<file path="config.mk">
export PLATFORM = sky130hd
export DESIGN_NAME = bit_pack16
export DESIGN_NICKNAME = d
export VERILOG_FILES = /design/src/rtl/bit_pack_pkg.sv /design/src/rtl/bit_demux16.sv /design/src/rtl/bit_pack16.sv
export SDC_FILE = /design/constraint.sdc
export NUM_CORES = 1
export LEC_CHECK = 0
export CAP_MARGIN = 20
export CORE_ASPECT_RATIO = 0.7
export CORE_MARGIN = 2
export CORE_UTILIZATION = 50
export DETAILED_ROUTE_END_ITERATION = 7
export PLACE_DENSITY = 0.74
export SYNTH_ARGS = -nofsm -noshare
export SYNTH_HDL_FRONTEND = slang
export SYNTH_SLANG_ARGS = --single-unit
</file>
<file path="constraint.sdc">
create_clock -name clk -period 2.4 [get_ports clk]
set_input_delay 0.24 -clock clk [delete_from_list [all_inputs] [get_ports clk]]
set_output_delay 0.24 -clock clk [all_outputs]
set_load 0.03 [all_outputs]
</file>
<file path="src/rtl/bit_pack_pkg.sv">
// -----------------------------------------------------------------------------
// bit_pack_pkg
// Shared constants and helpers for the 16-bit serial-to-parallel bit packer.
//   IWIDTH  : packed output word width (bits)
//   CNT_W   : width of the bit-position counter (0..IWIDTH-1)
//   LEN_W   : width of the valid-bit count carried with each word (1..IWIDTH)
// -----------------------------------------------------------------------------
package bit_pack_pkg;

  localparam int IWIDTH = 16;
  localparam int CNT_W  = 4;
  localparam int LEN_W  = 5;

  // Counter value of the last bit position in a word.
  localparam logic [CNT_W-1:0] CNT_MAX = CNT_W'(IWIDTH - 1);

  // One emitted word with its side information, as seen on the output port.
  typedef struct packed {
    logic              last;
    logic [LEN_W-1:0]  len;
    logic [IWIDTH-1:0] word;
  } word_t;

  // Number of valid bits in a word that closes while the counter reads c
  // (the closing bit itself is included).
  function automatic logic [LEN_W-1:0] len_of(input logic [CNT_W-1:0] c);
    return {1'b0, c} + LEN_W'(1);
  endfunction

endpackage

</file>
<file path="src/rtl/bit_demux16.sv">
// -----------------------------------------------------------------------------
// bit_demux16
// Decodes the current bit position plus an accept strobe into a one-hot write
// enable for the assembly register. Position k enables bit k, which makes the
// write path the exact inverse of a 16:1 bit-select read with select value k.
//   sel : bit position (counter value)
//   en  : a beat is accepted this cycle
//   we  : one-hot write enable, all zero when en is low
// -----------------------------------------------------------------------------
module bit_demux16
  import bit_pack_pkg::*;
(
  input  logic [CNT_W-1:0]  sel,
  input  logic              en,
  output logic [IWIDTH-1:0] we
);

  always_comb begin
    we = '0;
    if (en) begin
      we[sel] = 1'b1;
    end
  end

endmodule

</file>
<file path="src/rtl/bit_pack16.sv">
// -----------------------------------------------------------------------------
// bit_pack16
// Packs a serial bit stream into 16-bit words. The first accepted bit of a
// word lands in out_word[0]. A word closes on its 16th bit or on a beat with
// in_last set; a partial word carries zeros in the unwritten positions and
// out_len tells how many bits are valid.
//
// Ports
//   clk, rst_n          : clock, asynchronous active-low reset
//   in_bit, in_last     : serial data bit and end-of-row marker
//   in_valid, in_ready  : input handshake
//   out_word, out_len,
//   out_last            : packed word, valid-bit count (1..16), row-end flag
//   out_valid, out_ready: output handshake
//
// Handshake: on both sides a transfer happens on a rising edge where valid and
// ready are both high; valid never depends on ready, and once out_valid is
// raised the payload holds stable until it is taken. in_ready does not look at
// in_valid.
// -----------------------------------------------------------------------------
module bit_pack16 #(
  parameter int IWIDTH = bit_pack_pkg::IWIDTH
) (
  input  logic                           clk,
  input  logic                           rst_n,
  input  logic                           in_bit,
  input  logic                           in_valid,
  input  logic                           in_last,
  output logic                           in_ready,
  output logic [IWIDTH-1:0]              out_word,
  output logic [bit_pack_pkg::LEN_W-1:0] out_len,
  output logic                           out_last,
  output logic                           out_valid,
  input  logic                           out_ready
);

  import bit_pack_pkg::*;

  // Only the 16-bit configuration is implemented.
  if (IWIDTH != 16) begin : g_bad_width
    $error("bit_pack16: IWIDTH must be 16");
  end

  logic [CNT_W-1:0]  cnt_q;
  logic [IWIDTH-1:0] asm_q;
  logic [IWIDTH-1:0] asm_next;
  logic [IWIDTH-1:0] bit_we;
  logic              at_end;
  logic              would_close;
  logic              accept;
  logic              closing;
  logic              consume;
  logic              out_blocked;

  assign at_end      = (cnt_q == CNT_MAX);
  // in_last is looked at without in_valid so that in_ready stays independent
  // of in_valid; the beat it refers to only matters once in_valid is high.
  assign would_close = at_end || in_last;
  // The output register is busy unless it is empty or is being drained.
  assign out_blocked = out_valid && !out_ready;

  // Stall only a beat that would need the output register while it is busy;
  // every other beat just writes the assembly register.
  assign in_ready = !(out_blocked && would_close);

  assign accept  = in_valid && in_ready;
  assign closing = accept && would_close;
  assign consume = out_valid && out_ready;

  bit_demux16 u_demux (
    .sel (cnt_q),
    .en  (accept),
    .we  (bit_we)
  );

  // Assembly register including the bit accepted this cycle; the output
  // register loads this value so the closing bit is not lost.
  assign asm_next = (asm_q & ~bit_we) | (bit_we & {IWIDTH{in_bit}});

  // Bit counter and assembly register.
  always_ff @(posedge clk or negedge rst_n) begin
    if (!rst_n) begin
      cnt_q <= '0;
      asm_q <= '0;
    end else if (closing) begin
      cnt_q <= '0;
      asm_q <= '0;
    end else if (accept) begin
      cnt_q <= cnt_q + CNT_W'(1);
      asm_q <= asm_next;
    end
  end

  // Output register. A close always wins over a consume, so a word closing in
  // the same cycle the previous one is taken keeps out_valid high.
  always_ff @(posedge clk or negedge rst_n) begin
    if (!rst_n) begin
      out_word  <= '0;
      out_len   <= '0;
      out_last  <= 1'b0;
      out_valid <= 1'b0;
    end else if (closing) begin
      out_word  <= asm_next;
      out_len   <= len_of(cnt_q);
      out_last  <= in_last;
      out_valid <= 1'b1;
    end else if (consume) begin
      out_valid <= 1'b0;
    end
  end

endmodule

</file>
==> results summary <==
The power share of the sequential group is 0.450. The slew at the pin closest to its max-slew limit is 0.946 ns. The initial utilization of the core area, before any placement, comes to 0.512.

The maximum fanout along the worst path is 7. The count of vias placed by the detailed router came out at 1725. The worst setup path is of the register to primary output kind. The number of max-cap violations came out at 0. The port buffer count is 29.

The H-tree was split into 2 levels. Once the clock tree was built, the resizer swapped 0 gates to a different size. Entering global routing, the biggest net connects 44 pins. Across the whole layout, storage elements account for 1080 sq um.

The number of antenna-violating nets in the routed design is 0. Synthesis produced 235 cells. The violation count after the first detailed-routing iteration came out at 145. The number of nets in the final layout is 271. The final HPWL from detailed placement came out at 3000 um. The number of placement rows is 20. Of the total power, combinational logic draws 0.294. The number of buffers between clock root and the deepest sink is 2. The synthesized area is 2190 sq um. After clock tree synthesis, the flow added hold-fix buffers numbering 0. The worst setup path is captured at a primary output. In the routed layout, each cell is associated on average with a via count of 5.44. The die extent in x came out at 83.1 um. The post-CTS clock slew at the launch and capture registers of the worst setup and hold paths is 0.07 ns.

The worst setup path is launched from a register. The number of iterations in the first detailed-routing pass came out at 4. From synthesis to final layout, the design area changed by 19.1%. In the final routed layout, each cell accounts on average for 14.2 um.

The post-route DRC violation count came out at 0. The number of slew-limit violations in the final report came out at 0. Setup violations remaining at the end of the flow were counted as 0.

The reg-to-reg setup timing slack is 0.52 ns. Across every metal layer, demand over resource in global routing totals 0.194. The path class of the tightest hold or removal check is input port to async pin. The power per cell area is 749 nW/um^2. The floorplan step defined a core boundary enclosing 4280 sq um. The clock share of power is 0.255. Walking the worst path, the cells encountered are ha_1 > a31o_2 > nand2_1 > clkdlybuf4s50_1. The most used flip-flop cell after synthesis is sky130_fd_sc_hd__dfrtp_1.

The sequential cell area fraction in the yosys report came out at 0.491. Counting distinct cell types in the post-synthesis netlist gives 34. For this design the static power due to leakage is 1.17 nW. Counting flops with an async set or reset pin after synthesis yields a share of 1.00.

The proportion of layout cells with a drive suffix above 1 came out at 0.0763. Grouping stages by cell kind, the critical path spends the most delay in buffers and inverters. The flip-flop and latch count after synthesis came out at 43. For the final database, setup skew stands at 0.00410 ns. Derived from the worst setup path, the maximum achievable clock frequency is 457 MHz. The source of the worst register-to-register timing path is cnt_q[0]. The data required time of the critical path is 2.16 ns. The internal power is 1.30 mW. The synthesized net count is 245. IR analysis of the VDD net gives a maximum drop of 0.465 mV. Of the available clock period, the critical path in the final layout requires 0.912. The clock drives 43 sinks. The clock insertion delay at the later pin of the skew report is 0.29 ns. The area of the multi-input gates came out at 996 sq um. The setup TNS after final layout came out at 0 ns. The number of hold violations in the final report came out at 0. Counting both buffers and inverters, the worst setup path holds a total of 1.

The synthesized area per cell is 9.32 sq um. In this run the vertical extent of the chip is 59.4 um. The final layout contains routed wiring with a total length of 4510 um. The data arrival time at the worst-slack endpoint came out at 1.95 ns. Buffers added to address setup during post-CTS repair amount to 0. The tree is rooted in a sky130_fd_sc_hd__clkbuf_8. Setup repair after global routing left no endpoint under its margin. The normalized max-slew margin is 0.370. The wire length of the first global-routing pass came out at 7440 um. The slowest stage cell on the critical path is sky130_fd_sc_hd__clkdlybuf4s50_1. The final critical path time including I/O delays and setup came out at 2.19 ns. The overall overflow remaining after global route is 0.

The count of pins on the block boundary came out at 30. The net switching share of the total power came out at 0.336. The number of global-route vias before repair was 1480.

The number of clock buffers added by TritonCTS is 5. The endpoint of the worst-slack reg-to-reg timing path is asm_q[10]. The power spent charging and discharging nets is 655 uW. The die area came out at 4930 sq um. TritonCTS built the clock tree. The run finished with clean final reports.

The sum of internal, switching and leakage power came out at 1.95 mW. The initial antenna violation count was 0. The number of cells on the worst reg-to-reg path is 6. On the worst path, the slowest cell contributes a delay of 0.66 ns. The weighted congestion reported at the end of routability-driven placement is 0.872. The total inserted antenna cells came out at 0. The Yosys step of the flow raised 0 warnings. The fill cell instance count of the final layout came out at 369.

The count of flip-flops with a built-in enable after synthesis is 0.
## how the worst max path moves through the flow
stage,from,endpoint,depth (start not counted)
finish,cnt_q[0],in_ready,4
global route,cnt_q[0],in_ready,4
CTS,cnt_q[0],in_ready,4
detailed placement,in_last,out_word[4],6
global placement,in_last,out_word[4],6
floorplan,cnt_q[0],cnt_q[2],7
## cell usage after synthesis (2+ instances only)
library cell | count | area [sq um]
sky130_fd_sc_hd__buf_4 | 4 | 30.0
sky130_fd_sc_hd__nand3_1 | 7 | 35.0
sky130_fd_sc_hd__o2111ai_1 | 3 | 26.3
sky130_fd_sc_hd__ha_1 | 4 | 50.1
sky130_fd_sc_hd__and2_1 | 4 | 25.0
sky130_fd_sc_hd__nor2_1 | 4 | 15.0
sky130_fd_sc_hd__dfrtp_1 | 43 | 1080
sky130_fd_sc_hd__o21ai_1 | 4 | 20.0
sky130_fd_sc_hd__nand2b_1 | 3 | 18.8
sky130_fd_sc_hd__o22ai_1 | 3 | 18.8
sky130_fd_sc_hd__o21ai_0 | 37 | 185
sky130_fd_sc_hd__a31oi_1 | 6 | 37.5
sky130_fd_sc_hd__inv_1 | 6 | 22.5
sky130_fd_sc_hd__and2b_1 | 2 | 15.0
sky130_fd_sc_hd__mux2i_1 | 16 | 160
sky130_fd_sc_hd__buf_2 | 10 | 50.1
sky130_fd_sc_hd__clkbuf_1 | 4 | 15.0
sky130_fd_sc_hd__a21oi_1 | 6 | 30.0
sky130_fd_sc_hd__nor3_1 | 2 | 10.0
sky130_fd_sc_hd__nand2_1 | 46 | 173
sky130_fd_sc_hd__and3_1 | 7 | 43.8
sky130_fd_sc_hd__nor3b_1 | 2 | 15.0
## placed cells by master, fill, tap and decap left out, types with 2 or more instances in the layout
| cell | instances |
|---|---|
| sky130_fd_sc_hd__a21oi_1 | 6 |
| sky130_fd_sc_hd__a31oi_1 | 6 |
| sky130_fd_sc_hd__and2_1 | 4 |
| sky130_fd_sc_hd__and2b_1 | 2 |
| sky130_fd_sc_hd__and3_1 | 7 |
| sky130_fd_sc_hd__buf_4 | 8 |
| sky130_fd_sc_hd__clkbuf_8 | 7 |
| sky130_fd_sc_hd__clkdlybuf4s50_1 | 28 |
| sky130_fd_sc_hd__dfrtp_1 | 43 |
| sky130_fd_sc_hd__ha_1 | 4 |
| sky130_fd_sc_hd__inv_1 | 6 |
| sky130_fd_sc_hd__mux2i_1 | 16 |
| sky130_fd_sc_hd__nand2_1 | 46 |
| sky130_fd_sc_hd__nand2b_1 | 3 |
| sky130_fd_sc_hd__nand3_1 | 7 |
| sky130_fd_sc_hd__nor2_1 | 4 |
| sky130_fd_sc_hd__nor3_1 | 2 |
| sky130_fd_sc_hd__nor3b_1 | 2 |
| sky130_fd_sc_hd__o2111ai_1 | 3 |
| sky130_fd_sc_hd__o21ai_0 | 37 |
| sky130_fd_sc_hd__o21ai_1 | 4 |
| sky130_fd_sc_hd__o22ai_1 | 3 |
## power groups by stage
stage,logic [mW],registers [mW],clock network [mW]
2_1_floorplan,0.253,1.01,0
3_3_place_gp,0.566,0.894,0
3_5_place_dp,0.574,0.895,0
4_1_cts,0.576,0.880,0.516
5_1_grt,0.627,0.893,0.548
6_report,0.575,0.880,0.498
## registers in the layout, indices dropped and copies added (netlist names)
signal     cells
out_len        5
cnt_q          4
out_last       1
out_valid      1
asm_q         16
out_word      16
## through the flow
stage / hold slack, ns / std cells / cell area, sq um / utilization / worst slack, ns
global route: 0.145 / 317 / 2610 / 0.610 / 0.152
floorplan: -0.0556 / 235 / 2190 / - / 0.758
detailed placement: 0.443 / 309 / 2510 / 0.586 / 0.184
global placement: 0.442 / 309 / 2510 / 0.586 / 0.262
finish: 0.0914 / 317 / 2610 / 0.610 / 0.210
CTS: 0.123 / 317 / 2610 / 0.610 / 0.194
## cell type report
cell class / count / area share
clock buffers: 8 / 0.0384
multi-input cells: 168 / 0.382
well taps: 55 / 0.0264
inverters: 6 / 0.00863
repair buffers: 37 / 0.132
flip-flops and latches: 43 / 0.412
## metal layers
layer	vias up	share of wire	track usage	routed length, um
li1	864	-	-	-
met1	814	0.53	0.307	2380
met2	45	0.41	0.256	1870
met4	0	0.0038	0.0492	17
met5	-	0	0	0
met3	2	0.054	0.0585	246
## cells by family (layout without fill, tap and decap cells)
| group | count (synthesis) | in the layout | share of synthesized area |
|---|---|---|---|
| fa+ha+maj | 4 | 4 | 0.0229 |
| buf+inv | 24 | 51 | 0.0537 |
| mux | 16 | 16 | 0.0731 |
| compound gates | 64 | 64 | 0.173 |
| xor+xnor | 2 | 2 | 0.00800 |
| flops | 43 | 43 | 0.491 |
| simple gates | 82 | 82 | 0.178 |
Power figures use the tool's default switching activity.
